==> src/rtl/tone_decoder.sv <==
// tone_decoder: measures a square wave's frequency (Hz) and 10-bit duty.
// Optional macro TONE_DECODER_AVG_EN averages over 4 accepted periods.
module tone_decoder #(
    parameter int unsigned CLK_HZ      = 100_000_000,
    parameter int unsigned TIMEOUT_CYC = 2_000_000,
    parameter int unsigned MIN_PERIOD  = 4
) (
    input  logic        clk,
    input  logic        rst,
    input  logic        en,
    input  logic        pwm_in,
    output logic [31:0] freq,
    output logic [9:0]  duty,
    output logic        valid,
    output logic        locked,
    output logic        dropped
);

    typedef enum logic [2:0] {
        IDLE,
        ARMED,
        DIV_F,
        DIV_D,
        OUT
    } state_t;

    state_t state, state_nx;

    logic        s1, s2, s3;
    logic        rise;
    logic [31:0] per_cnt, hi_cnt;
    logic [31:0] p_reg, h_reg;
    logic [31:0] p_sel, h_sel;
    logic [31:0] rem, dvd, fq;
    logic [9:0]  dq;
    logic [4:0]  bit_cnt;
    logic [32:0] rem_sh;
    logic [31:0] rem_nx;
    logic        ge;
    logic        sat;
    logic        short_per;
    logic        accept;
    logic        div_go;
    logic        busy;
    logic        drop;
    logic        timeout;
    logic        clr_cnt;
    logic        last_f, last_d;

    assign rise      = s2 & ~s3;
    assign short_per = per_cnt < 32'(MIN_PERIOD);
    assign accept    = (state == ARMED) && rise && !short_per;
    assign busy      = (state == DIV_F) || (state == DIV_D) || (state == OUT);
    assign drop      = en && rise && (busy || ((state == ARMED) && short_per));
    assign timeout   = en && (state == ARMED) && !rise
                       && (per_cnt >= 32'(TIMEOUT_CYC));
    assign clr_cnt   = !en || ((state == IDLE) && !rise);
    assign last_f    = (state == DIV_F) && (bit_cnt == 5'd31);
    assign last_d    = (state == DIV_D) && (bit_cnt == 5'd9);

    // one restoring-divider step shared by both divisions
    assign rem_sh = {rem, dvd[31]};
    assign ge     = rem_sh >= {1'b0, p_reg};
    assign rem_nx = ge ? (rem_sh[31:0] - p_reg) : rem_sh[31:0];
    assign sat    = h_reg >= p_reg;

`ifdef TONE_DECODER_AVG_EN
    logic [33:0] acc_p, acc_h, sum_p, sum_h;
    logic [1:0]  grp;

    assign sum_p  = acc_p + 34'(per_cnt);
    assign sum_h  = acc_h + 34'(hi_cnt);
    assign div_go = accept && (grp == 2'd3);
    assign p_sel  = 32'(sum_p >> 2);
    assign h_sel  = 32'(sum_h >> 2);

    // accumulate four accepted periods; any drop restarts the group
    always_ff @(posedge clk) begin
        if (rst || !en || drop || state == IDLE) begin
            acc_p <= '0;
            acc_h <= '0;
            grp   <= '0;
        end else if (accept) begin
            if (grp == 2'd3) begin
                acc_p <= '0;
                acc_h <= '0;
                grp   <= '0;
            end else begin
                acc_p <= sum_p;
                acc_h <= sum_h;
                grp   <= grp + 2'd1;
            end
        end
    end
`else
    assign div_go = accept;
    assign p_sel  = per_cnt;
    assign h_sel  = hi_cnt;
`endif

    // FSM state register
    always_ff @(posedge clk) begin
        if (rst) state <= IDLE;
        else     state <= state_nx;
    end

    // FSM next-state logic; en low overrides everything
    always_comb begin
        state_nx = state;
        if (!en) begin
            state_nx = IDLE;
        end else begin
            case (state)
                IDLE:    if (rise) state_nx = ARMED;
                ARMED: begin
                    if (div_go)       state_nx = DIV_F;
                    else if (timeout) state_nx = IDLE;
                end
                DIV_F:   if (last_f) state_nx = DIV_D;
                DIV_D:   if (last_d) state_nx = OUT;
                OUT:     state_nx = ARMED;
                default: state_nx = IDLE;
            endcase
        end
    end

    // synchronizer, edge register and period/high-time counters
    always_ff @(posedge clk) begin
        if (rst) begin
            s1      <= 1'b0;
            s2      <= 1'b0;
            s3      <= 1'b0;
            per_cnt <= '0;
            hi_cnt  <= '0;
        end else begin
            s1 <= pwm_in;
            s2 <= s1;
            s3 <= s2;
            if (clr_cnt) begin
                per_cnt <= '0;
                hi_cnt  <= '0;
            end else if (rise) begin
                per_cnt <= 32'd1;
                hi_cnt  <= 32'd1;
            end else begin
                if (per_cnt < 32'(TIMEOUT_CYC))
                    per_cnt <= per_cnt + 32'd1;
                if (s2 && hi_cnt < 32'(TIMEOUT_CYC))
                    hi_cnt <= hi_cnt + 32'd1;
            end
        end
    end

    // snapshot and serial division: CLK_HZ/P then (H<<10)/P
    always_ff @(posedge clk) begin
        if (rst) begin
            p_reg   <= '0;
            h_reg   <= '0;
            rem     <= '0;
            dvd     <= '0;
            fq      <= '0;
            dq      <= '0;
            bit_cnt <= '0;
        end else if (div_go) begin
            p_reg   <= p_sel;
            h_reg   <= h_sel;
            rem     <= '0;
            dvd     <= 32'(CLK_HZ);
            fq      <= '0;
            bit_cnt <= '0;
        end else if (state == DIV_F) begin
            fq  <= {fq[30:0], ge};
            dvd <= {dvd[30:0], 1'b0};
            if (last_f) begin
                rem     <= h_reg;
                dvd     <= '0;
                dq      <= '0;
                bit_cnt <= '0;
            end else begin
                rem     <= rem_nx;
                bit_cnt <= bit_cnt + 5'd1;
            end
        end else if (state == DIV_D) begin
            dq      <= {dq[8:0], ge};
            rem     <= rem_nx;
            bit_cnt <= bit_cnt + 5'd1;
        end
    end

    // result registers, valid/locked/dropped flags
    always_ff @(posedge clk) begin
        if (rst) begin
            freq    <= '0;
            duty    <= '0;
            valid   <= 1'b0;
            locked  <= 1'b0;
            dropped <= 1'b0;
        end else begin
            valid   <= 1'b0;
            dropped <= drop;
            if (!en) begin
                locked <= 1'b0;
            end else if (timeout) begin
                freq   <= '0;
                duty   <= s2 ? 10'h3FF : 10'h000;
                valid  <= 1'b1;
                locked <= 1'b0;
            end else if (last_d) begin
                freq   <= fq;
                duty   <= sat ? 10'h3FF : {dq[8:0], ge};
                valid  <= 1'b1;
                locked <= 1'b1;
            end
        end
    end

endmodule

==> config.mk <==
export PLATFORM = sky130hd
export DESIGN_NAME = tone_decoder
export DESIGN_NICKNAME = d
export VERILOG_FILES = /design/src/rtl/tone_decoder.sv
export SDC_FILE = /design/constraint.sdc
export NUM_CORES = 1
export LEC_CHECK = 0
export BUFFER_PORTS_ARGS = -buffer_cell sky130_fd_sc_hd__clkbuf_2
export CORE_AREA = 2 2 147 149
export DETAILED_ROUTE_END_ITERATION = 7
export DIE_AREA = 0 0 149 151
export GPL_ROUTABILITY_DRIVEN = 0
export PLACE_DENSITY = 0.83
export SLEW_MARGIN = 20
export SYNTH_ARGS = -nofsm -noshare
export SYNTH_HDL_FRONTEND = slang
export SYNTH_SLANG_ARGS = --single-unit
==> constraint.sdc <==
create_clock -name clk -period 6.2 [get_ports clk]
set_input_delay 0.31 -clock clk [delete_from_list [all_inputs] [get_ports clk]]
set_output_delay 0.31 -clock clk [all_outputs]
set_load 0.1 [all_outputs]
==> metrics <==
outcome=finished, final reports clean; Distinct cells, synth=78; FP Rows=between 50 and 60; post-CTS resize count=0; TritonCTS clock tree=done; CP Data Arrival Time=4.61 ns; initial core utilization=0.647; initial antenna violation count=0; area fraction in compound gates after synthesis=0.202; DR WL/cell=16.6 um; CTS Buf Count=28; synthesized area=~0.013 sq mm; most frequent CP cell=buf_4; final core utilization=0.716; worst vdd ir=between 150 and 200 uV; post-synthesis sequential area ratio=0.418; mux contribution to synthesized area=0.00529; number of flops mapped to enable cells by yosys=0; Hold Path End=locked; drt pass-1 iters=5; Slew HR=0.341; FFs w/ async S/R, synth=0; r2r setup slk=roughly 2.1 ns; hold path start=en; Worst-Skew Late Latency=roughly 0.56 ns; slowest cell delay on critical path=0.73 ns; final setup vio count=0; total length of routed wires=approximately 32000 um; Mean Syn Cell Area=8.11 sq um; kind of end point of the critical path=register; Chip Height=~150 um; RSZ-0062 raised after global routing=false; die outline width=~150 um; Crit Path Max Fanout=77; GRT Resource Usage Total=0.286; worst slew pin tran=0.980 ns; XOR/XNOR share of the synthesized area=0.0390; top cells by area, synth=dfxtp_1 (42%), nand2_1 (8.8%), a21oi_1 (8.5%); Clock Tree Root=clkbuf_16; main combinational cell family by area after synthesis=simple AND/OR/NAND/NOR gates; CP Buf/Inv Count=3; critical path class=register to register; Critical Path Source Type=register; worst hold path type=input pin to register; FF+latch area=approximately 0.0056 sq mm; Synth top area share=0.418; DRC violations left=0; PortBufs=between 40 and 50; first-pass GRT wire length=~53000 um; Final nets=between 1500 and 2000; fmax=roughly 240 MHz; Vias/cell=approximately 6.0; number of hold buffers added after CTS=1; max cap viols=0; YS warnings=0; r2r startpoint=p_sel[11]; CTS clk-pin slew, worst paths=0.07 ns; clock sink count=around 280; Slew Limit Fails=0; Ports=between 40 and 50; Tcrit/Tclk final=0.668; Mapped Nets=between 1500 and 2000; Leakage Power=around 5.5 nW; Clock Skews=approximately 0.023 ns; Crit Reg-Reg Endpoint=fq[0]; drt first-iter violations=~930; GRT Residual Overflow=0; Pwr Density=~270 mW/mm^2; #FFs+latches synth=between 200 and 300; Clock Path Buffers=3; DR vias=roughly 12000; synthesized-area fraction occupied by adder cells=0.0665; cell taking the most area after synthesis=dfxtp_1; final critical-path required period=4.14 ns; Post-DP Area=0.0138 sq mm; Setup TNS Final=0 ns; post-DP HPWL=about 21000 um; # diodes=0; predominant post-synthesis flop cell=dfxtp_1; Synth Area in Simple Gates=0.222; Reg2Reg Depth=10; Crit path max-delay family=simple AND/OR/NAND/NOR gates; vias in the first global route=10900; Syn Inst Count=roughly 1700; largest net degree at the start of global routing=78; Post-DRT Antenna Nets=0; multi-input logic area=roughly 0.0072 sq mm; die area=about 0.022 sq mm; Final Hold Fails=0; design area=between 0.01 and 0.015 sq mm; area grow syn2layout=10.7%; CTS H-Tree Depth=1; core area=about 0.021 sq mm; fillers=between 1500 and 2000; CP Data Required Time=about 6.7 ns; Inst Count DP=1891; share of cells above drive strength 1=0.0911; Worst path slowest cell=nand2b_2; crit path cell chain=or4_1, nor4_1, and4_1, or2_2, inv_1, nand3_2, buf_4, nand2b_2, buf_4, a211oi_1; Post-CTS Setup Inserts=0; Min-Delay Path Depth=3; Non-Filler Instances=around 1900
metrics by stage:
| stage | hold WS [ns] | power (W) | worst slack (ns) |
|---|---|---|---|
| floorplan | 0.414 | 0.00200 | 3.34 |
| global placement | 0.422 | 0.00203 | 2.21 |
| detailed placement | 0.428 | 0.00203 | 2.14 |
| CTS | 0.198 | 0.00404 | 2.12 |
| global route | 0.215 | 0.00415 | 1.81 |
| finish | 0.216 | 0.00403 | 2.06 |
cells in the mapped netlist (3+ instances only):
library cell  number
o211ai_1          26
xnor2_1           26
nor3_1            19
o221a_2            8
nand2_1          317
or4_1              3
ha_1              70
nand4_1           19
or3_1              8
nor3b_1           27
and4_1             6
nor2_1            96
a22oi_1           12
a211oi_1           5
xor2_1            34
o31ai_1            5
and2_1            27
nor4b_1            3
clkbuf_1          76
buf_1             12
o221ai_1           4
buf_2             16
o22ai_1           18
a21o_1            30
mux2i_1            6
o21a_1             5
inv_1             49
nand2b_1          11
nor2_2             3
nor4_1             9
nand3_1           54
o21ai_0           47
dfxtp_1          281
a31oi_1            9
a21oi_1          229
and3_1            14
or2_2              3
o21ai_1            7
o21bai_1           5
nor2b_1           14
cell families after synthesis:
kind of cell	Yosys count
flip-flops	281
adder cells (fa/ha/maj)	71
AND/OR/NAND/NOR	643
buffers and inverters	158
multiplexers	7
XOR/XNOR	60
AO/OA/AOI/OAI	441
layer usage:
layer / vias to the layer above / track usage / share of wire
li1: 5750 / - / -
met1: 5534 / 0.376 / 0.44
met2: 355 / 0.474 / 0.46
met3: 77 / 0.0467 / 0.065
met4: 0 / 0.108 / 0.033
met5: - / 0 / 0
worst register-to-register path: cells and delay by family (launching register included):
family          cells  cell delay, ns
simple gates        6            2.20
flops               1            0.35
buf+inv             3            1.19
compound gates      1            0.30
layout by cell type (no fill, tap or decap), types with 12 or more instances in the layout:
| master | instances |
|---|---|
| a21oi_1 | 229 |
| nor3_1 | 19 |
| and2_1 | 27 |
| xor2_1 | 34 |
| dfxtp_1 | 281 |
| a22oi_1 | 12 |
| nand3_1 | 53 |
| ha_1 | 70 |
| a21o_1 | 30 |
| o211ai_1 | 26 |
| o22ai_1 | 18 |
| nand4_1 | 19 |
| inv_1 | 49 |
| nor2b_1 | 13 |
| clkbuf_2 | 47 |
| buf_4 | 17 |
| nand2_1 | 317 |
| nor2_1 | 95 |
| xnor2_1 | 26 |
| clkbuf_16 | 28 |
| nor3b_1 | 27 |
| o21ai_0 | 47 |
| and3_1 | 13 |
how the worst max path moves through the flow:
stage	cells past startpoint	end	slack, ns	startpoint
6_report	10	fq[0]	2.06	p_sel[11]
5_1_grt	10	fq[0]	1.81	p_sel[11]
4_1_cts	10	fq[0]	2.12	p_sel[11]
3_5_place_dp	10	fq[0]	2.14	p_sel[11]
3_3_place_gp	11	rem[31]	2.21	p_sel[11]
2_1_floorplan	13	rem[30]	3.34	p_reg[0]
layout make-up:
class | instances | share of cell area
flip-flops and latches | 281 | 0.377
well taps | 275 | 0.0231
multi-input cells | 1222 | 0.485
repair buffers | 65 | 0.0250
inverters | 49 | 0.0123
clock buffers | 37 | 0.0546
clock inverters | 15 | 0.0223
power breakdown:
group          switching [W]  internal (W)  leakage [nW]
Sequential        0.00000496       0.00181          2.26
Combinational       0.000114     0.0000638          2.69
Clock               0.000734       0.00130         0.551
Total               0.000853       0.00318          5.51
Power figures use the tool's default switching activity.
